<file path="src/rtl/core_wb_arbiter.sv">
// rtl/core_wb_arbiter.sv - writeback arbiter and long-latency pending scoreboard
//
// Purpose:
//   Arbitrates three result channels (LSU > MDU > ALU, fixed priority) onto a
//   single registered register-file write port. It also tracks destination
//   registers of outstanding long-latency ops (loads, multiply/divide) and
//   raises a decode hazard.
//
// Ports:
//   clk, rst                           clock, synchronous active-high reset
//   {alu,lsu,mdu}_wb_vld/rdy/idx/dat   result channels (vld/rdy handshake)
//   lng_alloc_vld, lng_alloc_idx       long-latency op issued to lng_alloc_idx
//   chk_src1_idx, chk_src2_idx,
//   chk_dest_idx, chk_hazard           decode hazard query
//   wb_dest_wen/idx/dat                registered register-file write port
module core_wb_arbiter #(
  parameter int XLEN    = 32,
  parameter int RFIDX_W = 5
) (
  input  logic               clk,
  input  logic               rst,

  input  logic               alu_wb_vld,
  output logic               alu_wb_rdy,
  input  logic [RFIDX_W-1:0] alu_wb_idx,
  input  logic [XLEN-1:0]    alu_wb_dat,

  input  logic               lsu_wb_vld,
  output logic               lsu_wb_rdy,
  input  logic [RFIDX_W-1:0] lsu_wb_idx,
  input  logic [XLEN-1:0]    lsu_wb_dat,

  input  logic               mdu_wb_vld,
  output logic               mdu_wb_rdy,
  input  logic [RFIDX_W-1:0] mdu_wb_idx,
  input  logic [XLEN-1:0]    mdu_wb_dat,

  input  logic               lng_alloc_vld,
  input  logic [RFIDX_W-1:0] lng_alloc_idx,

  input  logic [RFIDX_W-1:0] chk_src1_idx,
  input  logic [RFIDX_W-1:0] chk_src2_idx,
  input  logic [RFIDX_W-1:0] chk_dest_idx,
  output logic               chk_hazard,

  output logic               wb_dest_wen,
  output logic [RFIDX_W-1:0] wb_dest_idx,
  output logic [XLEN-1:0]    wb_dest_dat
);

  localparam int NREG = 1 << RFIDX_W;

  logic               lsu_gnt;
  logic               mdu_gnt;
  logic               alu_gnt;
  logic               any_gnt;
  logic [RFIDX_W-1:0] win_idx;
  logic [XLEN-1:0]    win_dat;

  logic               wen_q, wen_d;
  logic [RFIDX_W-1:0] idx_q, idx_d;
  logic [XLEN-1:0]    dat_q, dat_d;
  logic [NREG-1:0]    pend_q, pend_d;

  logic               src1_nz;
  logic               src2_nz;
  logic               dest_nz;

  // Grants depend only on the vld bits (never idx/dat) and are gated by rst
  // so that no transfer can happen while the block is being reset.
  always_comb begin
    lsu_gnt = ~rst & lsu_wb_vld;
    mdu_gnt = ~rst & mdu_wb_vld & ~lsu_wb_vld;
    alu_gnt = ~rst & alu_wb_vld & ~lsu_wb_vld & ~mdu_wb_vld;
    any_gnt = lsu_gnt | mdu_gnt | alu_gnt;
  end

  assign lsu_wb_rdy = lsu_gnt;
  assign mdu_wb_rdy = mdu_gnt;
  assign alu_wb_rdy = alu_gnt;

  always_comb begin
    win_idx = alu_wb_idx;
    win_dat = alu_wb_dat;
    if (lsu_gnt) begin
      win_idx = lsu_wb_idx;
      win_dat = lsu_wb_dat;
    end else if (mdu_gnt) begin
      win_idx = mdu_wb_idx;
      win_dat = mdu_wb_dat;
    end
  end

  // A transfer to x0 is accepted and recorded, but never writes the file.
  always_comb begin
    wen_d = 1'b0;
    idx_d = idx_q;
    dat_d = dat_q;
    if (any_gnt) begin
      wen_d = (win_idx != '0);
      idx_d = win_idx;
      dat_d = win_dat;
    end
  end

  // Clear before set: a same-cycle allocation to the register being retired
  // belongs to a newer op, so the bit must stay set.
  always_comb begin
    pend_d = pend_q;
    if (lsu_gnt | mdu_gnt) begin
      pend_d[win_idx] = 1'b0;
    end
    if (lng_alloc_vld) begin
      pend_d[lng_alloc_idx] = 1'b1;
    end
    pend_d[0] = 1'b0;
  end

  always_ff @(posedge clk) begin
    if (rst) begin
      wen_q  <= 1'b0;
      idx_q  <= '0;
      dat_q  <= '0;
      pend_q <= '0;
    end else begin
      wen_q  <= wen_d;
      idx_q  <= idx_d;
      dat_q  <= dat_d;
      pend_q <= pend_d;
    end
  end

  assign wb_dest_wen = wen_q;
  assign wb_dest_idx = idx_q;
  assign wb_dest_dat = dat_q;

  // The registered write is not yet in the register file, so sources that
  // match it must also stall for one cycle.
  always_comb begin
    src1_nz    = (chk_src1_idx != '0);
    src2_nz    = (chk_src2_idx != '0);
    dest_nz    = (chk_dest_idx != '0);
    chk_hazard = (src1_nz & pend_q[chk_src1_idx])
               | (src2_nz & pend_q[chk_src2_idx])
               | (dest_nz & pend_q[chk_dest_idx])
               | (wen_q & ((src1_nz & (idx_q == chk_src1_idx))
                         | (src2_nz & (idx_q == chk_src2_idx))));
  end

  // Sources that are stalled must hold their payload.
  alu_hold_a: assert property (@(posedge clk) disable iff (rst)
    (alu_wb_vld && !alu_wb_rdy) |=>
      (!alu_wb_vld || ($stable(alu_wb_idx) && $stable(alu_wb_dat))));
  lsu_hold_a: assert property (@(posedge clk) disable iff (rst)
    (lsu_wb_vld && !lsu_wb_rdy) |=>
      (!lsu_wb_vld || ($stable(lsu_wb_idx) && $stable(lsu_wb_dat))));
  mdu_hold_a: assert property (@(posedge clk) disable iff (rst)
    (mdu_wb_vld && !mdu_wb_rdy) |=>
      (!mdu_wb_vld || ($stable(mdu_wb_idx) && $stable(mdu_wb_dat))));

endmodule

</file>
<file path="config.mk">
export PLATFORM = sky130hd
export DESIGN_NAME = core_wb_arbiter
export DESIGN_NICKNAME = d
export VERILOG_FILES = /design/src/rtl/core_wb_arbiter.sv
export SDC_FILE = /design/constraint.sdc
export NUM_CORES = 1
export LEC_CHECK = 0
export ABC_AREA = 1
export BUFFER_PORTS_ARGS = -buffer_cell sky130_fd_sc_hd__buf_4
export CAP_MARGIN = 20
export CELL_PAD_IN_SITES_DETAIL_PLACEMENT = 2
export CELL_PAD_IN_SITES_GLOBAL_PLACEMENT = 2
export CORE_ASPECT_RATIO = 2
export CORE_UTILIZATION = 27
export CTS_BUF_LIST = sky130_fd_sc_hd__clkbuf_8
export DETAILED_ROUTE_END_ITERATION = 8
export GPL_ROUTABILITY_DRIVEN = 0
export PLACE_DENSITY = 0.94
export SLEW_MARGIN = 10
export SYNTH_ARGS = -nofsm -noshare
export SYNTH_HDL_FRONTEND = slang
export SYNTH_SLANG_ARGS = --single-unit
</file>
<file path="constraint.sdc">
create_clock -name clk -period 4.3 [get_ports clk]
set_input_delay 1.075 -clock clk [delete_from_list [all_inputs] [get_ports clk]]
set_output_delay 1.075 -clock clk [all_outputs]
set_load 0.01 [all_outputs]
</file>
==> results.yml, run 1 <==
sta:
  slew_headroom: 0.309
  period_share: 0.828
  setup_viol_count_final: 0
  skew_ns: 0
  tns_ns: 0
  worstMarginPinSlew_ns: 1.03
  finalCriticalPeriod_ns: 3.56
  drv_slew: 0
  timing.fmax_mhz: 281
  rsz0062_at_grt: "false"
  finalHoldViolCount: 0
  hold_ws_ns: 0.486
global_route:
  grt_max_degree: 49
  grt_pass1_vias: 6830
  antenna_found_initial: 0
  grt.overflow.total: 0
  track_usage: 0.279
  grt_pass1_wl_um: 36100
finish:
  num-fill-cells: 2020
  fin_cells: 1073
  utilization: 0.380
  final_area_um2: 6150
  antenna_cells: 0
  area_growth_pct: 38.4
  drive_above_1_share: 0.258
  nets: 1001
synthesis:
  synthTopCellsByArea: "dfxtp_1 31%, a21oi_1 14%, nand2_1 13%"
  ys_warn_count: 0
  avgSynthCellArea_um2: 6.32
  synthCells: 703
  synth_fp_nets: 840
  synth_ff_type: "dfxtp_1"
  synthArstFlopShare: 0
  netlist_area_um2: 4450
  yosys.area.top_type: "dfxtp_1"
  synth_enable_flop_cells: 0
  synth_commonest_cells: "155 x nand2_1, 120 x a21oi_1, 74 x o21ai_0"
  synthDistinctLibCells: 30
  synth.most_common_cell: "nand2_1"
  seq_area_frac_synth: 0.311
  netlist.area_leader.share: 0.311
  synth-seq-cells: 69
worst_setup_path:
  endpoint: "chk_hazard"
  cp.required_ns: 3.22
  timing.critical_path.arrival_ns: 2.48
  r2r_cells: 2
  critical_path_class: "input port to primary output"
  cp-startpoint: "chk_dest_idx[0]"
  regToRegSetupSlack_ns: 3.48
  worstReg2RegStart: "wb_dest_idx[0]"
  end_kind: "primary output"
  r2r_end: "wb_dest_idx[0]"
  startpoint_type: "input port"
  path_max_fanout: 20
drt:
  drtPass1Iterations: 4
  drt_iter0_markers: 176
  route.detailed.drc: 0
  wl_per_cell_um: 21.9
  ant_nets: 0
  dr_total_vias: 5859
  wirelength_um: 23500
  via_per_inst: 5.46
clock_network:
  cts.sinks: 69
  cts_buffers: 9
  clk_pin_slew_ns: 0.08
  ctsRootBufferMaster: "clkbuf_8"
  ctsHoldBuffers: 0
  cts_tree: "built"
  cts_setup_buffers: 0
  clk_latency_ns: 0.36
  clock_path_buffers: 2
  h-tree-depth: 3
  cts_resized: 0
power_and_ir_drop:
  power_frac_comb: 0.274
  ir_worst_vdd_mv: 0.155
  p_leak_nw: 2.73
  power_switching_uw: 593
  power.share.clock: 0.339
  powerDensity_nw_per_um2: 296
  p_int_mw: 1.23
  p_seq_frac: 0.387
  swShare: 0.326
floorplan:
  core_um2: 16200
  dieWidth_um: 92.7
  fp.dieH_um: 183
  std_cell_rows: 66
  die_area_um2: 17000
  num_io_pins: 179
  start_util: 0.275
placement:
  dp_hpwl_um: 18600
  post_dp_cell_area_um2: 5920
  dp.cells: 1055
  io_buffers: 178
worst_hold_path:
  hp-start: "pend_q[26]"
  hold_path.class: "flip-flop to flip-flop"
run:
  max_cap_viol_count: 0
status:
  status: "finished, final reports clean"
[state kept, by name, indices dropped and copies added, names as in the netlist]
register     count
wb_dest_dat     32
pend_q          31
wb_dest_idx      5
wb_dest_wen      1
[layer usage]
| layer | track usage | routed length [µm] | vias to the layer above |
|---|---|---|---|
| met4 | 0.165 | 1330 | 0 |
| met5 | 0 | 0 | - |
| met3 | 0.0459 | 978 | 73 |
| li1 | - | - | 2712 |
| met2 | 0.568 | 13500 | 204 |
| met1 | 0.245 | 7620 | 2870 |
[critical path, stage by stage]
cell,delay [ns]
buf_4,0.22
inv_1,0.23
nand2_1,0.13
nand3_1,0.08
nand2_1,0.08
nand2_1,0.05
nand2_1,0.06
inv_1,0.03
a21oi_1,0.25
nor2_1,0.08
nand3_1,0.08
buf_4,0.12
[power by group through the flow]
stage	logic, mW	registers [mW]	clock network [mW]
final	0.499	0.705	0.618
after global routing	0.539	0.710	0.650
after floorplan	0.225	0.726	0
after global placement	0.471	0.717	0
after detailed placement	0.495	0.719	0
after CTS	0.501	0.706	0.629
[area by class of cell]
cell class | instances | area [µm²] | area share
Multi-Input combinational cell | 531 | 2640 | 0.429
Timing Repair Buffer | 188 | 1410 | 0.229
Sequential cell | 69 | 1380 | 0.225
Tap cell | 204 | 255 | 0.0415
Inverter | 65 | 244 | 0.0397
Clock buffer | 10 | 138 | 0.0224
Clock inverter | 6 | 86.3 | 0.0140
[cells by family (layout without fill, tap and decap cells)]
group	after synthesis	in the layout	synth area share
AOI/OAI and AO/OA	241	241	0.297
buffers and inverters	103	269	0.0965
xor gates and xnor gates	9	9	0.0177
and+or+nand+nor	281	281	0.278
DFF	69	69	0.311
[placed cells by master, fill, tap and decap left out, drive strengths merged]
cell	count
buf	188
nand2	157
a21oi	120
o21ai	80
nand3	77
dfxtp	69
inv	64
nor2	32
a22oi	21
o211ai	15
nor3	13
clkbuf	10
xnor2	7
clkinv	4
o21a	3
xor2	2
bufinv	2
a31oi	1
or2	1
nand3b	1
a41oi	1
clkinvlp	1
[metrics by stage]
step	total power [mW]	setup slack (ns)
3_3_place_gp	1.19	0.795
4_1_cts	1.84	0.711
6_report	1.82	0.741
2_1_floorplan	0.950	1.19
3_5_place_dp	1.21	0.718
5_1_grt	1.90	0.579
[worst min path at each step]
stage	endpoint	slack, ns	cells past startpoint
after global placement	pend_q[26]	0.46	2
after global routing	pend_q[9]	0.51	2
after detailed placement	pend_q[17]	0.47	2
after floorplan	pend_q[3]	0.44	2
final	pend_q[26]	0.49	2
after CTS	pend_q[29]	0.49	2
Note: power is estimated with default switching activity, not from simulation.
==> inputs of run 2 (changes only) <==
--- a/config.mk
+++ b/config.mk
@@ -5,7 +5,7 @@
 export SDC_FILE = /design/constraint.sdc
 export NUM_CORES = 1
 export LEC_CHECK = 0
-export ABC_AREA = 1
+export ABC_AREA = 0
 export BUFFER_PORTS_ARGS = -buffer_cell sky130_fd_sc_hd__buf_4
 export CAP_MARGIN = 20
 export CELL_PAD_IN_SITES_DETAIL_PLACEMENT = 2
@@ -15,7 +15,7 @@
 export CTS_BUF_LIST = sky130_fd_sc_hd__clkbuf_8
 export DETAILED_ROUTE_END_ITERATION = 8
 export GPL_ROUTABILITY_DRIVEN = 0
-export PLACE_DENSITY = 0.94
+export PLACE_DENSITY = 0.89
 export SLEW_MARGIN = 10
 export SYNTH_ARGS = -nofsm -noshare
 export SYNTH_HDL_FRONTEND = slang
==> constraint.sdc (replaced) <==
create_clock -name clk -period 3.7 [get_ports clk]
set_input_delay 0.925 -clock clk [delete_from_list [all_inputs] [get_ports clk]]
set_output_delay 0.925 -clock clk [all_outputs]
set_load 0.01 [all_outputs]
==> run 2 against run 1 <==
Combinational power decreased by 6.4%. Clock skew unchanged. Sequential share of layout area grew 1.0 points. Synthesized cell count is 24% lower. Routed wire length down 17%. Design area fell by 4.3%. Via count shrank 15%. Count of clock-buffer cells in the layout stayed put. Non-clock buffer count decreased by 1. Largest cell class unchanged. Worst hold slack worse by 0.020 ns. Flip-flop and latch count stayed put. Critical path type unchanged. Critical endpoint unchanged.
==> results.yml, run 2 <==
power_and_ir_drop:
  p_seq_frac: 0.421
  swShare: 0.305
  p_leak_nw: 2.37
  ir_worst_vdd_mv: 0.175
  p_int_mw: 1.33
  power_frac_comb: 0.245
  power_switching_uw: 582
  powerDensity_nw_per_um2: 324
  power.share.clock: 0.334
finish:
  num-fill-cells: 1794
  fin_cells: 895
  antenna_cells: 0
  drive_above_1_share: 0.327
  area_growth_pct: 40.9
  layout_common_cells: "186 x buf_4, 78 x nand2_1, 76 x a21oi_1, 69 x dfxtp_1, 54 x nor2_1"
  utilization: 0.387
  final_area_um2: 5890
  final_common_cell: "buf_4"
  nets: 830
  largest_register_ffs: 32
clock_network:
  clk_latency_ns: 0.37
  cts_buffers: 9
  h-tree-depth: 3
  cts.sinks: 69
  cts_tree: "built"
  cts_resized: 0
  clock_path_buffers: 2
  ctsRootBufferMaster: "clkbuf_8"
  ctsHoldBuffers: 0
  cts_setup_buffers: 0
  clk_pin_slew_ns: 0.07
drt:
  via_per_inst: 5.56
  ant_nets: 0
  drt_iter0_markers: 216
  wirelength_um: 19400
  wl_per_cell_um: 21.7
  dr_total_vias: 4974
  route.detailed.drc: 0
  drtPass1Iterations: 4
worst_setup_path:
  critPathTopFamily: "compound AO/OA/AOI/OAI gates"
  timing.critical_path.arrival_ns: 2.72
  cp_num_buf_inv: 2
  end_kind: "primary output"
  path_max_fanout: 12
  path_cells: "buf_4, or3_1, a211o_1, a2111oi_0, o21ai_0, nand4_1, buf_4"
  critical-path-slowest-cell: "a2111oi_0"
  crit_top_cell: "buf_4"
  cp.required_ns: 2.77
  cp_slowest_stage_delay_ns: 0.54
  startpoint_type: "input port"
  critical_path_class: "input port to primary output"
sta:
  finalHoldViolCount: 0
  rsz0062_at_grt: "false"
  period_share: 0.986
  setup_viol_count_final: 0
  worstMarginPinSlew_ns: 0.989
  skew_ns: 0
  timing.fmax_mhz: 274
  slew_headroom: 0.338
  drv_slew: 0
  timing.final.ws_setup_ns: 0.0504
  finalCriticalPeriod_ns: 3.65
  tns_ns: 0
synthesis:
  synth_commonest_cells: "78 x nand2_1, 76 x a21oi_1, 69 x dfxtp_1"
  avgSynthCellArea_um2: 7.81
  yosys.area.top_type: "dfxtp_1"
  synth_ff_type: "dfxtp_1"
  netlist.area_leader.share: 0.331
  ys_warn_count: 0
  synth-seq-cells: 69
  synthArstFlopShare: 0
  synthDistinctLibCells: 43
  seq_area_frac_synth: 0.331
  synth_fp_nets: 672
  netlist_area_um2: 4180
  synthTopCellsByArea: "dfxtp_1 33%, mux4_2 10%, a21oi_1 9.1%"
  synth_enable_flop_cells: 0
  synthCells: 535
  synth.most_common_cell: "nand2_1"
placement:
  post_dp_cell_area_um2: 5690
  detailedPlace.worstSlack_ns: 0.0265
  dp_hpwl_um: 15600
  io_buffers: 178
  dp.cells: 880
floorplan:
  num_io_pins: 179
  std_cell_rows: 64
  die_area_um2: 16000
  dieWidth_um: 90.0
  core_um2: 15200
  start_util: 0.275
  fp.dieH_um: 178
global_route:
  grt_pass1_wl_um: 29900
  antenna_found_initial: 0
  grt_pass1_vias: 5678
  grt.overflow.total: 0
  grt_max_degree: 47
  track_usage: 0.245
run:
  max_cap_viol_count: 0
status:
  status: "finished, final reports clean"
worst_hold_path:
  hold_path.class: "flip-flop to flip-flop"
-- run 2: final timing paths --
| kind | from | to | slack, ns | cells after the start |
|---|---|---|---|---|
| setup reg to reg | pend_q[4] | pend_q[4] | 2.83 | 2 |
| hold reg to reg | wb_dest_dat[5] | wb_dest_dat[5] | 0.47 | 2 |
| setup / recovery | chk_src1_idx[1] | chk_hazard | 0.05 | 7 |
| hold / removal | wb_dest_dat[5] | wb_dest_dat[5] | 0.47 | 2 |
-- run 2: area by class of cell --
class                      count  area (µm²)  area share
multi-input combinational    419        2620       0.444
inverter                       7        26.3     0.00446
timing repair buffer         187        1420       0.241
clock inverter                 5        61.3      0.0104
tap                          198         248      0.0421
sequential                    69        1380       0.235
clock buffer                  10         138      0.0234
-- run 2: power groups by stage --
stage | clock (mW) | sequential [mW] | combinational, mW
finish | 0.638 | 0.803 | 0.467
global route | 0.683 | 0.806 | 0.506
CTS | 0.658 | 0.804 | 0.473
detailed placement | 0 | 0.821 | 0.470
global placement | 0 | 0.818 | 0.445
floorplan | 0 | 0.822 | 0.210
-- run 2: worst register-to-register path, stage by stage (launching register included) --
cell and delay, ns:
dfxtp_1 0.45, o21ai_0 0.14, a21oi_1 0.20
-- run 2: through the flow --
| step | hold slack, ns | power, mW |
|---|---|---|
| finish | 0.466 | 1.91 |
| global route | 0.497 | 2.00 |
| CTS | 0.469 | 1.93 |
| detailed placement | 0.459 | 1.29 |
| global placement | 0.445 | 1.26 |
| floorplan | 0.465 | 1.03 |
-- run 2: cell families after synthesis --
family | Yosys count | synth area share
muxes | 44 | 0.163
buffers and inverters | 47 | 0.0440
AOI/OAI and AO/OA | 161 | 0.215
xor gates and xnor gates | 8 | 0.0168
and+or+nand+nor | 206 | 0.231
DFF | 69 | 0.331
-- run 2: routing by layer --
metal  vias up  track usage  wire [µm]
met3        69       0.0390        776
met2       200        0.504      11400
li1       2255            -          -
met4         0        0.158       1020
met5         -            0          0
met1      2450        0.214       6170
==> inputs of run 3 (changes only) <==
--- a/config.mk
+++ b/config.mk
@@ -16,7 +16,6 @@
 export DETAILED_ROUTE_END_ITERATION = 8
 export GPL_ROUTABILITY_DRIVEN = 0
 export PLACE_DENSITY = 0.89
-export SLEW_MARGIN = 10
 export SYNTH_ARGS = -nofsm -noshare
 export SYNTH_HDL_FRONTEND = slang
 export SYNTH_SLANG_ARGS = --single-unit
==> constraint.sdc (replaced) <==
create_clock -name clk -period 3.55 [get_ports clk]
set_input_delay 0.8875 -clock clk [delete_from_list [all_inputs] [get_ports clk]]
set_output_delay 0.8875 -clock clk [all_outputs]
set_load 0.01 [all_outputs]
==> run 3 against run 2 <==
Worst setup slack gained 0.014 ns. Combinational power up 4.5%. Count of clock-buffer cells in the layout down 1. Global-route usage is 0.32 points lower. Critical path depth stayed put. Non-clock buffer count increased by 2. Clock power is 9.9% lower. Total power decreased by 0.42%.
==> results.yml, run 3 (synthesized netlist as in run 2, its figures left out) <==
sta:
  setup_viol_count_final: 0
  period_share: 0.982
  skew_ns: 0
  finalHoldViolCount: 0
  timing.fmax_mhz: 287
  drv_slew: 0
  worstMarginPinSlew_ns: 0.700
  tns_ns: 0
  rsz0062_at_grt: "false"
  slew_headroom: 0.531
  hold_ws_ns: 0.470
  finalCriticalPeriod_ns: 3.49
clock_network:
  h-tree-depth: 3
  clk_latency_ns: 0.37
  cts.sinks: 69
  clk_pin_slew_ns: 0.07
  cts_tree: "built"
  cts_buffers: 9
  ctsHoldBuffers: 0
  ctsRootBufferMaster: "clkbuf_8"
  clock_path_buffers: 2
global_route:
  track_usage: 0.242
  grt_pass1_vias: 5691
  grt_max_degree: 60
  antenna_found_initial: 0
  grt_pass1_wl_um: 29700
  grt.overflow.total: 0
worst_setup_path:
  cp.required_ns: 2.66
  r2r_cells: 2
  end_kind: "primary output"
  path_max_fanout: 12
  timing.critical_path.arrival_ns: 2.60
  startpoint_type: "input port"
  critical_path_class: "input port to primary output"
drt:
  wirelength_um: 19200
  drt_iter0_markers: 194
  dr_total_vias: 4953
  ant_nets: 0
  wl_per_cell_um: 21.4
  via_per_inst: 5.52
  route.detailed.drc: 0
  drtPass1Iterations: 4
finish:
  antenna_cells: 0
  layout_common_cells: "187 x buf_4, 78 x nand2_1, 76 x a21oi_1, 69 x dfxtp_1, 54 x nor2_1"
  nets: 832
  fin_cells: 897
  area_growth_pct: 40.5
  largest_register_ffs: 32
  final_area_um2: 5870
  final_common_cell: "buf_4"
  drive_above_1_share: 0.329
placement:
  post_dp_cell_area_um2: 5690
  dp_hpwl_um: 15400
  io_buffers: 178
  dp.cells: 881
floorplan:
  dieWidth_um: 90.0
  start_util: 0.275
  die_area_um2: 16000
  core_um2: 15200
  num_io_pins: 179
  fp.dieH_um: 178
  std_cell_rows: 64
worst_hold_path:
  hold_path.class: "flip-flop to flip-flop"
  hold_path_depth: 2
power_and_ir_drop:
  p_leak_nw: 2.37
  finalPower_mw: 1.90
  powerDensity_nw_per_um2: 324
  ir_worst_vdd_mv: 0.168
status:
  status: "finished, final reports clean"
run:
  max_cap_viol_count: 0
==> run 3: worst max-delay path: stages <==
cell and delay [ns]:
buf_4 0.19, mux4_2 0.52, mux2i_1 0.21, o32ai_1 0.12
nor4b_1 0.34, nand4_1 0.17, buf_4 0.18
==> run 3: timing repair <==
action | CTS | global route
buffers inserted | 0 | 0
endpoints found under the setup margin | 0 | 1
gates resized for setup | 0 | 1
==> run 3: per-stage QoR <==
step / setup slack [ns] / utilization
final: 0.0643 / 0.386
after global routing: 0.0288 / 0.386
after CTS: 0.0250 / 0.385
after detailed placement: 0.0256 / 0.374
after global placement: 0.155 / 0.374
after floorplan: 0.257 / -
==> run 3: final timing paths <==
path | start | slack, ns | endpoint
setup / recovery | chk_src2_idx[0] | 0.06 | chk_hazard
hold / removal | wb_dest_dat[27] | 0.47 | wb_dest_dat[27]
setup reg to reg | pend_q[21] | 2.65 | pend_q[21]
hold reg to reg | wb_dest_dat[27] | 0.47 | wb_dest_dat[27]
==> run 3: where the power goes <==
group          total [mW]  switching (mW)  internal [mW]
clock network       0.575           0.328          0.247
registers           0.837          0.0311          0.806
logic               0.488           0.250          0.238
==> run 3: area by class of cell <==
type,instances,area (µm²)
Fill cell,1814,9340
Multi-Input combinational cell,419,2620
Timing Repair Buffer,189,1440
Sequential cell,69,1380
Tap cell,198,248
Clock buffer,9,124
Clock inverter,6,41.3
Inverter,7,26.3
==> run 3: layer usage <==
layer  global-route usage  share of wire  up-vias
met5                    0              0        -
met4                0.143          0.045        0
met3               0.0394          0.044       54
met2                0.498           0.58      179
met1                0.215           0.33     2459
li1                     -              -     2261
